## config.mk

```make
export PLATFORM = sky130hd
export DESIGN_NAME = dispatch_ex_skid
export DESIGN_NICKNAME = d
export VERILOG_FILES = /design/src/rtl/dispatch_ex_skid.sv
export SDC_FILE = /design/constraint.sdc
export NUM_CORES = 1
export LEC_CHECK = 0
export BUFFER_PORTS_ARGS = -buffer_cell sky130_fd_sc_hd__buf_2
export CAP_MARGIN = 20
export CORE_UTILIZATION = 30
export DETAILED_ROUTE_END_ITERATION = 7
export PLACE_DENSITY_LB_ADDON = 0.3
export SYNTH_ARGS = -nofsm -noshare
export SYNTH_HDL_FRONTEND = slang
export SYNTH_SLANG_ARGS = --single-unit
export TNS_END_PERCENT = 10
```

## constraint.sdc

```tcl
create_clock -name clk -period 22.8 [get_ports clk]
set_clock_uncertainty 0.1 [all_clocks]
set_input_delay 0 -clock clk [delete_from_list [all_inputs] [get_ports clk]]
set_output_delay 0 -clock clk [all_outputs]
set_load 0.01 [all_outputs]
```

## src/rtl/dispatch_ex_skid.sv

```systemverilog
// Elastic multi-lane pipeline register between dispatch and execute.
// A main entry drives execute; a skid entry absorbs one extra bundle so in_ready comes from a flop.
module dispatch_ex_skid #(
  parameter int LANES  = 2,
  parameter int DATA_W = 128,
  parameter int CNT_W  = 32
) (
  input  logic                    clk,
  input  logic                    rst,
  input  logic [LANES-1:0]        in_valid,
  input  logic [LANES*DATA_W-1:0] in_data,
  output logic                    in_ready,
  output logic [LANES-1:0]        out_valid,
  output logic [LANES*DATA_W-1:0] out_data,
  input  logic                    out_ready,
  input  logic                    exception_flush,
  input  logic                    kill_valid,
  input  logic [LANES-1:0]        kill_mask,
  output logic [1:0]              occupancy,
  output logic [CNT_W-1:0]        stall_cycles
);

  logic [LANES-1:0]        r_mainValid;
  logic [LANES*DATA_W-1:0] r_mainData;
  logic [LANES-1:0]        r_skidValid;
  logic [LANES*DATA_W-1:0] r_skidData;
  logic [CNT_W-1:0]        r_stallCnt;

  logic             w_mainV;
  logic             w_skidV;
  logic             w_inFire;
  logic             w_outFire;
  logic [LANES-1:0] w_keptValid;
  logic             w_mainFree;
  logic             w_stallMax;

  assign w_mainV   = |r_mainValid;
  assign w_skidV   = |r_skidValid;
  assign in_ready  = ~w_skidV;
  assign w_inFire  = (|in_valid) & in_ready;
  assign w_outFire = w_mainV & out_ready;

  // A consumed bundle cannot be killed; a fully killed main frees its slot this cycle.
  assign w_keptValid = (kill_valid && !w_outFire) ? (r_mainValid & ~kill_mask) : r_mainValid;
  assign w_mainFree  = w_outFire | ~(|w_keptValid);
  assign w_stallMax  = &r_stallCnt;

  always_ff @(posedge clk or posedge rst) begin
    if (rst) begin
      r_mainValid <= '0;
      r_mainData  <= '0;
      r_skidValid <= '0;
      r_skidData  <= '0;
    end else if (exception_flush) begin
      r_mainValid <= '0;
      r_skidValid <= '0;
    end else if (w_mainFree) begin
      // in_ready is low whenever skid holds a bundle, so skid and input never compete here.
      if (w_skidV) begin
        r_mainValid <= r_skidValid;
        r_mainData  <= r_skidData;
        r_skidValid <= '0;
      end else if (w_inFire) begin
        r_mainValid <= in_valid;
        r_mainData  <= in_data;
      end else begin
        r_mainValid <= '0;
      end
    end else begin
      r_mainValid <= w_keptValid;
      if (w_inFire) begin
        r_skidValid <= in_valid;
        r_skidData  <= in_data;
      end
    end
  end

  // Blocked-cycle counter survives exception flushes; only reset clears it.
  always_ff @(posedge clk or posedge rst) begin
    if (rst) begin
      r_stallCnt <= '0;
    end else if (w_mainV && !out_ready && !w_stallMax) begin
      r_stallCnt <= r_stallCnt + 1'b1;
    end
  end

  assign out_valid    = r_mainValid;
  assign out_data     = r_mainData;
  assign occupancy    = {1'b0, w_mainV} + {1'b0, w_skidV};
  assign stall_cycles = r_stallCnt;

endmodule

```

==> impl_metrics.yaml <==
outcome:
  status: "complete, no violations"
global_routing:
  grt_pass1_vias: 17700
  grtUsageTotal_pct: 15.8
  antenna_found_initial: 1
  gr-total-overflow: 0
  grt_pass1_wl_um: 101000
  grt_max_degree: 213
cells_and_area:
  drive_gt1_share_pct: 32.0
  utilization_pct: 41.2
  finalNetCount: 3122
  fill_cells: 7487
  areaGrowthSynthToFinish_pct: 35.4
yosys:
  ys_seq_area_share_pct: 58.2
  syn_area_um2: 23600
  syn-instance-count: 2097
  synth_nets: 2364
  ys_types: 32
  yosysWarnings: 0
  synth_seq_cells: 548
  syn_avg_cell_area_um2: 11.2
detailed_routing:
  first_pass_iters: 6
  viasPerCell: 4.56
  antenna_left: 0
  vias: 18000
  drc: 0
  wl_um: 66100
  wl_per_cell_um: 16.8
  first_iter_violations: 945
sta:
  hold_viol: 0
  rsz0062_at_grt: "false"
  max_slew_margin_pct: 26.5
  setup_viol: 0
  period_share_pct: 19.6
  fin_crit_ns: 4.47
  fin_tns_setup_ns: 0
  max_freq_mhz: 224
  maxSlewViolCount: 0
  worstMarginPinSlew_ns: 1.10
clock_network:
  cts_buffers: 60
  path_clk_slew_ns: 0.06
  clkLatencyLatePin_ns: 0.60
  post_cts_buffers: 0
  cts_tree: "built"
  clkSinkCount: 548
  hold_buffers: 266
  root_buffer: "clkbuf_16"
  clockBufferDepth: 3
  htreeDepth: 2
  cts.repair.resized: 0
critical_path:
  reg2reg_slack_ns: 18.33
  timing.rr.start: "r_skidValid[1]"
  r2r-end: "out_data[126]"
  worst_setup_path_end_kind: "register"
  start_kind: "register"
  crit_fanout: 128
  arrival_ns: 4.89
  timing.critical_path.required_ns: 23.22
  path_class: "register to register"
  reg2reg_depth: 9
placed_design:
  hpwl_um: 40900
  place.gp.congestion: 0.791
  port_buffers: 557
floorplan:
  pin_count: 558
  die_y_um: 282
  dieWidth_um: 282
  die-area_um2: 79700
  rows: 102
  core_um2: 77600
  start_util_pct: 30.4
power:
  leakagePower_nw: 15.4
  ir_worst_vdd_v: 0.0000632
  power_density_nw_per_um2: 96.9
worst_hold_path:
  hold_class: "input port to async pin"
run:
  maxCapViolations: 0
how the worst max path moves through the flow:
stage,cells after the start,start,endpoint,slack (ns)
final,9,r_skidValid[1],out_data[126],18.33
after global routing,9,r_skidValid[1],out_data[122],17.89
after global placement,8,r_skidValid[1],out_data[148],18.32
after CTS,8,r_skidValid[1],out_data[152],18.21
after detailed placement,8,r_skidValid[1],out_data[152],18.18
after floorplan,1,rst,out_data[0],7.38
cell usage in the layout, fill, tap and decap left out, types with 2 or more instances in the layout:
master and count:
a211oi_1 2, a21boi_2 2, a21oi_1 5, a31oi_1 256, and2_1 2, and3_1 8, and4_1 5, buf_12 2
buf_2 557, buf_4 17, bufinv_16 9, clkbuf_1 10, clkbuf_16 61, clkbuf_8 17, clkinv_2 4, clkinv_4 2
clkinvlp_4 3, dfrtp_1 548, dlygate4sd3_1 266, ha_1 2, inv_1 5, inv_2 2, inv_6 3, inv_8 2
mux2_1 18, mux2_4 240, nand2_1 519, nand2b_1 2, nand3_1 10, nand4_1 16, nor2_1 262, nor3_1 3
xnor2_1 27, xor2_1 3
metrics by stage:
step	setup WS, ns	hold WS [ns]	instances	area, µm²	power [mW]
final	18.33	0.0202	3943	31900	3.09
after global routing	17.89	0.0395	3943	31900	3.25
after CTS	18.21	0.00165	3942	31900	3.13
after detailed placement	18.18	0.133	3567	27100	2.01
after global placement	18.32	0.133	3566	27100	2.00
after floorplan	7.38	-0.0336	2097	23600	1.79
Yosys cell counts (all sizes together):
cell type	n	area (µm²)
a211oi	3	35.0
a21boi	2	22.5
a21oi	5	25.0
a31oi	257	1610
and2	3	18.8
and3	8	50.1
and4	5	43.8
buf	45	385
clkbuf	102	383
dfrtp	548	13700
ha	2	25.0
inv	9	33.8
mux2	258	3810
nand2	520	1950
nand2b	2	12.5
nand3	10	50.1
nand4	16	100
nand4b	1	8.76
nor2	262	983
nor2b	1	6.26
nor3	3	15.0
nor4	1	6.26
o21bai	1	11.3
or2	1	6.26
or4	2	15.0
xnor2	27	236
xor2	3	26.3
routing by layer:
| layer | vias to the layer above | routed length (µm) | track usage [%] |
|---|---|---|---|
| met5 | - | 0 | 0 |
| met4 | 0 | 1600 | 4.44 |
| met3 | 95 | 3740 | 3.62 |
| met2 | 428 | 31300 | 25.7 |
| met1 | 8834 | 29400 | 21.1 |
| li1 | 8617 | - | - |
cell type report:
| class | instances | area [µm²] | area share [%] |
|---|---|---|---|
| clock inverters | 21 | 357 | 1.12 |
| multi-input cells | 1393 | 9080 | 28.4 |
| clock buffers | 88 | 1800 | 5.63 |
| flip-flops and latches | 548 | 13700 | 42.9 |
| repair buffers | 843 | 5630 | 17.6 |
| diodes | 1 | 2.50 | 0.00784 |
| well taps | 1040 | 1300 | 4.07 |
| inverters | 9 | 48.8 | 0.153 |
where the power goes:
| part | switching, mW | internal [mW] |
|---|---|---|
| logic | 0.296 | 0.376 |
| clock network | 0.412 | 0.646 |
| registers | 0.142 | 1.22 |
| total | 0.850 | 2.24 |
logic make-up (layout without fill, tap and decap cells):
group	count (synthesis)	after routing	share of synthesized area (%)
compound gates	268	268	7.22
xor+xnor	30	30	1.11
fa+ha+maj	2	2	0.106
buf+inv	156	961	3.40
flops	548	548	58.2
mux	258	258	16.1
other cells	0	1	0
simple gates	835	835	13.9
registers in the layout, indices dropped and copies added, names as in the netlist:
name and count:
out_data 256, r_skidData 256, stall_cycles 32, out_valid 2, r_skidValid 2
worst max-delay path, cell delays in order, from the launching register on:
cell     delay (ns)
dfrtp_1        0.36
inv_2          0.06
nand2_4        0.59
inv_8          0.39
a21oi_1        0.27
and2_4         0.52
buf_4          0.71
buf_4          0.89
nor2_1         0.10
a31oi_1        0.20
No activity file was read; power rests on OpenSTA's default activity.
